File: config.mk
export PLATFORM = sky130hd
export DESIGN_NAME = log_tick_gen
export DESIGN_NICKNAME = d
export VERILOG_FILES = /design/src/rtl/log_tick_gen.sv
export SDC_FILE = /design/constraint.sdc
export NUM_CORES = 1
export LEC_CHECK = 0
export CORE_MARGIN = 4
export CORE_UTILIZATION = 40
export DETAILED_ROUTE_END_ITERATION = 16
export PLACE_DENSITY = 0.66
export REMOVE_ABC_BUFFERS = 1
export SETUP_SLACK_MARGIN = 0.3
export SLEW_MARGIN = 20
export SYNTH_ARGS = -nofsm -noshare
export SYNTH_HDL_FRONTEND = slang
export SYNTH_SLANG_ARGS = --single-unit
File: constraint.sdc
create_clock -name CLK -period 3.7 [get_ports CLK]
set_input_delay 0.37 -clock CLK [delete_from_list [all_inputs] [get_ports CLK]]
set_output_delay 0.37 -clock CLK [all_outputs]
set_load 0.02 [all_outputs]
File: src/rtl/log_tick_gen.sv
// Move-strobe prescaler and LFSR lane picker for the log mover.
// Optional macro LOG_NO_REPEAT_EN: reject a candidate equal to the current lane.
module log_tick_gen #(
  parameter logic [23:0] TICK_DIV  = 24'd500000,
  parameter logic [15:0] SEED      = 16'hACE1,
  parameter int unsigned MAX_TRIES = 15
) (
  input  logic        CLK,
  input  logic        RESETn,
  input  logic        enable,
  input  logic [1:0]  speed_sel,
  input  logic [10:0] ObjectStartX,
  output logic        timer_done,
  output logic [3:0]  random_1_12,
  output logic        draw_busy
);

  localparam logic [15:0] SeedEff = (SEED == 16'h0000) ? 16'hACE1 : SEED;
  localparam int unsigned TryW = $clog2(MAX_TRIES + 2);

  typedef enum logic [1:0] {StReady, StDraw, StCommit} state_e;

  state_e          state_q, state_d;
  logic [23:0]     cnt_q, cnt_d;
  logic            tick_q, tick_d;
  logic [15:0]     lfsr_q, lfsr_d;
  logic [TryW-1:0] try_q, try_d;
  logic            pend_q, pend_d;
  logic [3:0]      rnd_q, rnd_d;
  logic [3:0]      cand_q, cand_d;
  logic            busy_q, busy_d;

  logic [23:0] div_m1;
  logic        consume;
  logic [15:0] lfsr_step;
  logic [3:0]  fallback;
  logic        in_range;
  logic        accept;

  // Prescaler: a count beyond the new terminal value (after a speed change) wraps silently.
  always_comb begin
    div_m1 = (TICK_DIV >> speed_sel) - 24'd1;
    cnt_d  = cnt_q;
    tick_d = 1'b0;
    if (enable) begin
      if (cnt_q == div_m1) begin
        cnt_d  = '0;
        tick_d = 1'b1;
      end else if (cnt_q > div_m1) begin
        cnt_d = '0;
      end else begin
        cnt_d = cnt_q + 24'd1;
      end
    end
  end

  always_comb begin
    consume   = tick_q && (ObjectStartX == 11'd0);
    lfsr_step = {lfsr_q[14:0], lfsr_q[15] ^ lfsr_q[13] ^ lfsr_q[12] ^ lfsr_q[10]};
    fallback  = (rnd_q % 4'd12) + 4'd1;
    in_range  = (lfsr_step[3:0] >= 4'd1) && (lfsr_step[3:0] <= 4'd12);
`ifdef LOG_NO_REPEAT_EN
    accept    = in_range && (lfsr_step[3:0] != rnd_q);
`else
    accept    = in_range;
`endif
  end

  always_comb begin
    state_d = state_q;
    lfsr_d  = lfsr_q;
    try_d   = try_q;
    pend_d  = pend_q;
    rnd_d   = rnd_q;
    cand_d  = cand_q;
    unique case (state_q)
      StReady: begin
        if (consume) begin
          state_d = StDraw;
          try_d   = '0;
        end
      end
      StDraw: begin
        lfsr_d = lfsr_step;
        pend_d = pend_q | consume;
        if (try_q >= TryW'(MAX_TRIES)) begin
          cand_d  = fallback;
          state_d = StCommit;
        end else if (accept) begin
          cand_d  = lfsr_step[3:0];
          state_d = StCommit;
        end else begin
          try_d = try_q + TryW'(1);
        end
      end
      StCommit: begin
        // The mover samples the lane on strobe cycles, so never load during one.
        if (tick_q) begin
          pend_d = pend_q | consume;
        end else begin
          rnd_d = cand_q;
          if (pend_q) begin
            state_d = StDraw;
            try_d   = '0;
            pend_d  = 1'b0;
          end else begin
            state_d = StReady;
          end
        end
      end
      default: state_d = StReady;
    endcase
    busy_d = (state_d != StReady);
  end

  always_ff @(posedge CLK or negedge RESETn) begin
    if (!RESETn) begin
      state_q <= StReady;
      cnt_q   <= '0;
      tick_q  <= 1'b0;
      lfsr_q  <= SeedEff;
      try_q   <= '0;
      pend_q  <= 1'b0;
      rnd_q   <= 4'd1;
      cand_q  <= 4'd1;
      busy_q  <= 1'b0;
    end else begin
      state_q <= state_d;
      cnt_q   <= cnt_d;
      tick_q  <= tick_d;
      lfsr_q  <= lfsr_d;
      try_q   <= try_d;
      pend_q  <= pend_d;
      rnd_q   <= rnd_d;
      cand_q  <= cand_d;
      busy_q  <= busy_d;
    end
  end

  assign timer_done  = tick_q;
  assign random_1_12 = rnd_q;
  assign draw_busy   = busy_q;

endmodule

==> flow_summary.ini <==
[synth]
synth-edff-count = 0
synth_area_leaders = dfrtp_1 34%, ha_1 13%, dfstp_2 7.4%
yosys_warnings = 0
yosysTopAreaCellShare_pct = 33.9
yosys.area.top_type = dfrtp_1
syn_avg_cell_area_um2 = 10.0
synth_async_sr_flop_share_pct = 100
synth_area_mm2 = 0.00354
synthFlopType = dfrtp_1
synth_cells = 354
ys_seq_area_share_pct = 41.3
yosysUniqueCellTypes = 55
ys_ff_latch = 58

[drt]
antenna_left = 0
met1_length_mm = 3.11
dr.pass1.iters = 4
wl_met2_mm = 3.65
via_per_inst = 5.57
drc_errors = 0
dr_wl_met3_um = 387
routed_wl_mm = 7.17
num_vias = 2772
drt_iter0_markers = 106
wire_per_inst_um = 14.4
highest_layer = met4

[grt]
grt_pass1_wl_mm = 12.3
grt_usage_pct = 14.8
gr-total-overflow = 0
antenna_found_initial = 0
grt_pass1_vias = 2721
grt_max_degree = 34

[timing]
final.setup.tns_ps = 0
skew_ps = 7.06
relSlewSlack_pct = 33.9
tightest_slew_ps = 982
hold_viol = 0
finalSetupViolations = 0
hold_ws_ps = 87.4
slew_violations = 0
final.period_utilization_pct = 83.5
rsz0062_at_grt = no
fmax_mhz = 324
period_minus_slack_ps = 3090

[finish]
final_cell_count_no_fill = 498
syn2layout_area_growth_pct = 15.5
nFillCells = 837
layout.cells.most_common = dfrtp_1
final_cell_mix = 48 x dfrtp_1, 36 x ha_1, 23 x o21ai_0
fin_area_mm2 = 0.00409
layout-drive-gt1-share_pct = 15.6
multi_input_area_mm2 = 0.00197
final_nets = 437
diodes = 0
register_area_mm2 = 0.00146

[setup_path]
worstPathRequired_ps = 3910
worstPathArrival_ps = 3300
crit_fanout = 27
crit_end = cnt_q[18]
start_kind = input port
worst_r2r_endpoint = cnt_q[18]
end_kind = flip-flop
r2r_slack_ps = 1160
crit_start = speed_sel[0]
timing.rr.start = cnt_q[20]
reg2reg_depth = 8
path_class = in -> reg

[power]
leakage_nw = 1.95
power_mw = 1.48
clkPwrFrac_pct = 40.4
p_per_area_mw_per_mm2 = 361
p_comb_share_pct = 12.2
switching_share_pct = 28.5
internal_power_mw = 1.06
peakVddDrop_mv = 0.149
seqPwrFrac_pct = 47.4
switchingPower_mw = 0.421

[hold_path]
hp-class = in -> async

[cts]
max-clock-path-buffers = 2
clk_pin_slew_ps = 80
cts_root_buffer = clkbuf_8
cts_hold_buf = 0
cts_tree = done
cts_setup_buffers = 0
cts_resized = 0
cts.htree.levels = 3
clock_latency_ps = 340
cts_sinks = 58
cts_made_buffers = 9

[placement]
io_buffers = 21
postPlaceCellArea_mm2 = 0.00389
placed_cells = 482
place.gp.congestion = 0.795
dp_hpwl_mm = 5.25

[floorplanning]
fp.coreArea_mm2 = 0.00868
ios = 22
initial_core_util_pct = 40.8
die_x_um = 102
dieArea_mm2 = 0.0104
rows = 34
die_h_um = 102

[flow_run]
drv_cap = 0

[outcome]
status = finished, final reports clean
==> worst min-delay path by stage <==
| stage | slack [ps] | end | cells after the start | start |
|---|---|---|---|---|
| final | 90 | try_q[3] | 1 | RESETn |
| after global routing | 150 | try_q[3] | 1 | RESETn |
| after CTS | 110 | try_q[2] | 1 | RESETn |
| after detailed placement | 490 | try_q[2] | 1 | RESETn |
| after global placement | 480 | try_q[2] | 1 | RESETn |
| after floorplan | 70 | cand_q[1] | 0 | RESETn |
==> Yosys cell counts (3+ instances only) <==
cell and count:
a21o_1 11, a21oi_1 15, a41oi_1 3, and3_1 12
clkbuf_1 6, dfrtp_1 48, dfstp_2 10, ha_1 36
inv_1 19, mux2_2 22, mux2i_1 4, nand2_1 18
nand2b_1 3, nand3_1 17, nand4_1 8, nor2_1 21
nor2b_1 6, nor3_1 7, nor3b_1 9, nor4_1 6
o21ai_0 23, o22ai_1 3, xnor2_1 5
==> cells by family (layout without fill, tap and decap cells) <==
family,count (synthesis),in the layout,share of synthesized area (%)
buffers and inverters,30,63,3.46
adders and majority gates,36,36,12.7
DFF,58,58,41.3
xor gates and xnor gates,7,7,1.73
other,1,4,0.106
muxes,26,26,8.12
and+or+nand+nor,120,120,18.5
AOI/OAI and AO/OA,76,76,14.0
==> routing by layer <==
layer	up-vias	GRT usage, %
met5	-	0
met4	0	4.54
met3	2	4.16
met2	57	25.3
met1	1354	18.0
li1	1359	-
==> cell type report <==
class / count / share of cell area [%]
Multi-Input combinational cell: 269 / 48.1
Sequential cell: 58 / 35.8
Timing Repair Buffer: 27 / 6.11
Tap cell: 108 / 3.30
Clock buffer: 9 / 3.03
Clock inverter: 7 / 1.90
Inverter: 20 / 1.83
==> worst max-delay path: stages <==
cell,delay (ps)
clkdlybuf4s50_1,590
inv_1,130
ha_1,260
nand4_1,90
nor2_1,50
ha_1,300
nand4_1,120
nor4_2,380
o21ai_1,180
nand3_1,140
buf_4,280
nor3b_1,80
or3_1,340
==> through the flow <==
stage	utilization, %	worst slack [ps]
finish	47.2	610
detailed placement	44.8	270
CTS	47.2	654
global route	47.2	388
global placement	44.8	407
floorplan	-	634
==> registers in the layout (all words and copies together), names as in the netlist <==
signal / count
cand_q: 4
cnt_q: 24
draw_busy: 1
lfsr_q: 16
pend_q: 1
random_1_12: 4
state_q: 2
timer_done: 1
try_q: 5
==> power groups by stage <==
stage	Sequential (mW)	Combinational [mW]	Clock (mW)
2_1_floorplan	0.700	0.113	0
3_3_place_gp	0.711	0.170	0
3_5_place_dp	0.712	0.181	0
4_1_cts	0.700	0.182	0.624
5_1_grt	0.705	0.207	0.655
6_report	0.701	0.180	0.597
No activity file was read; power rests on OpenSTA's default activity.
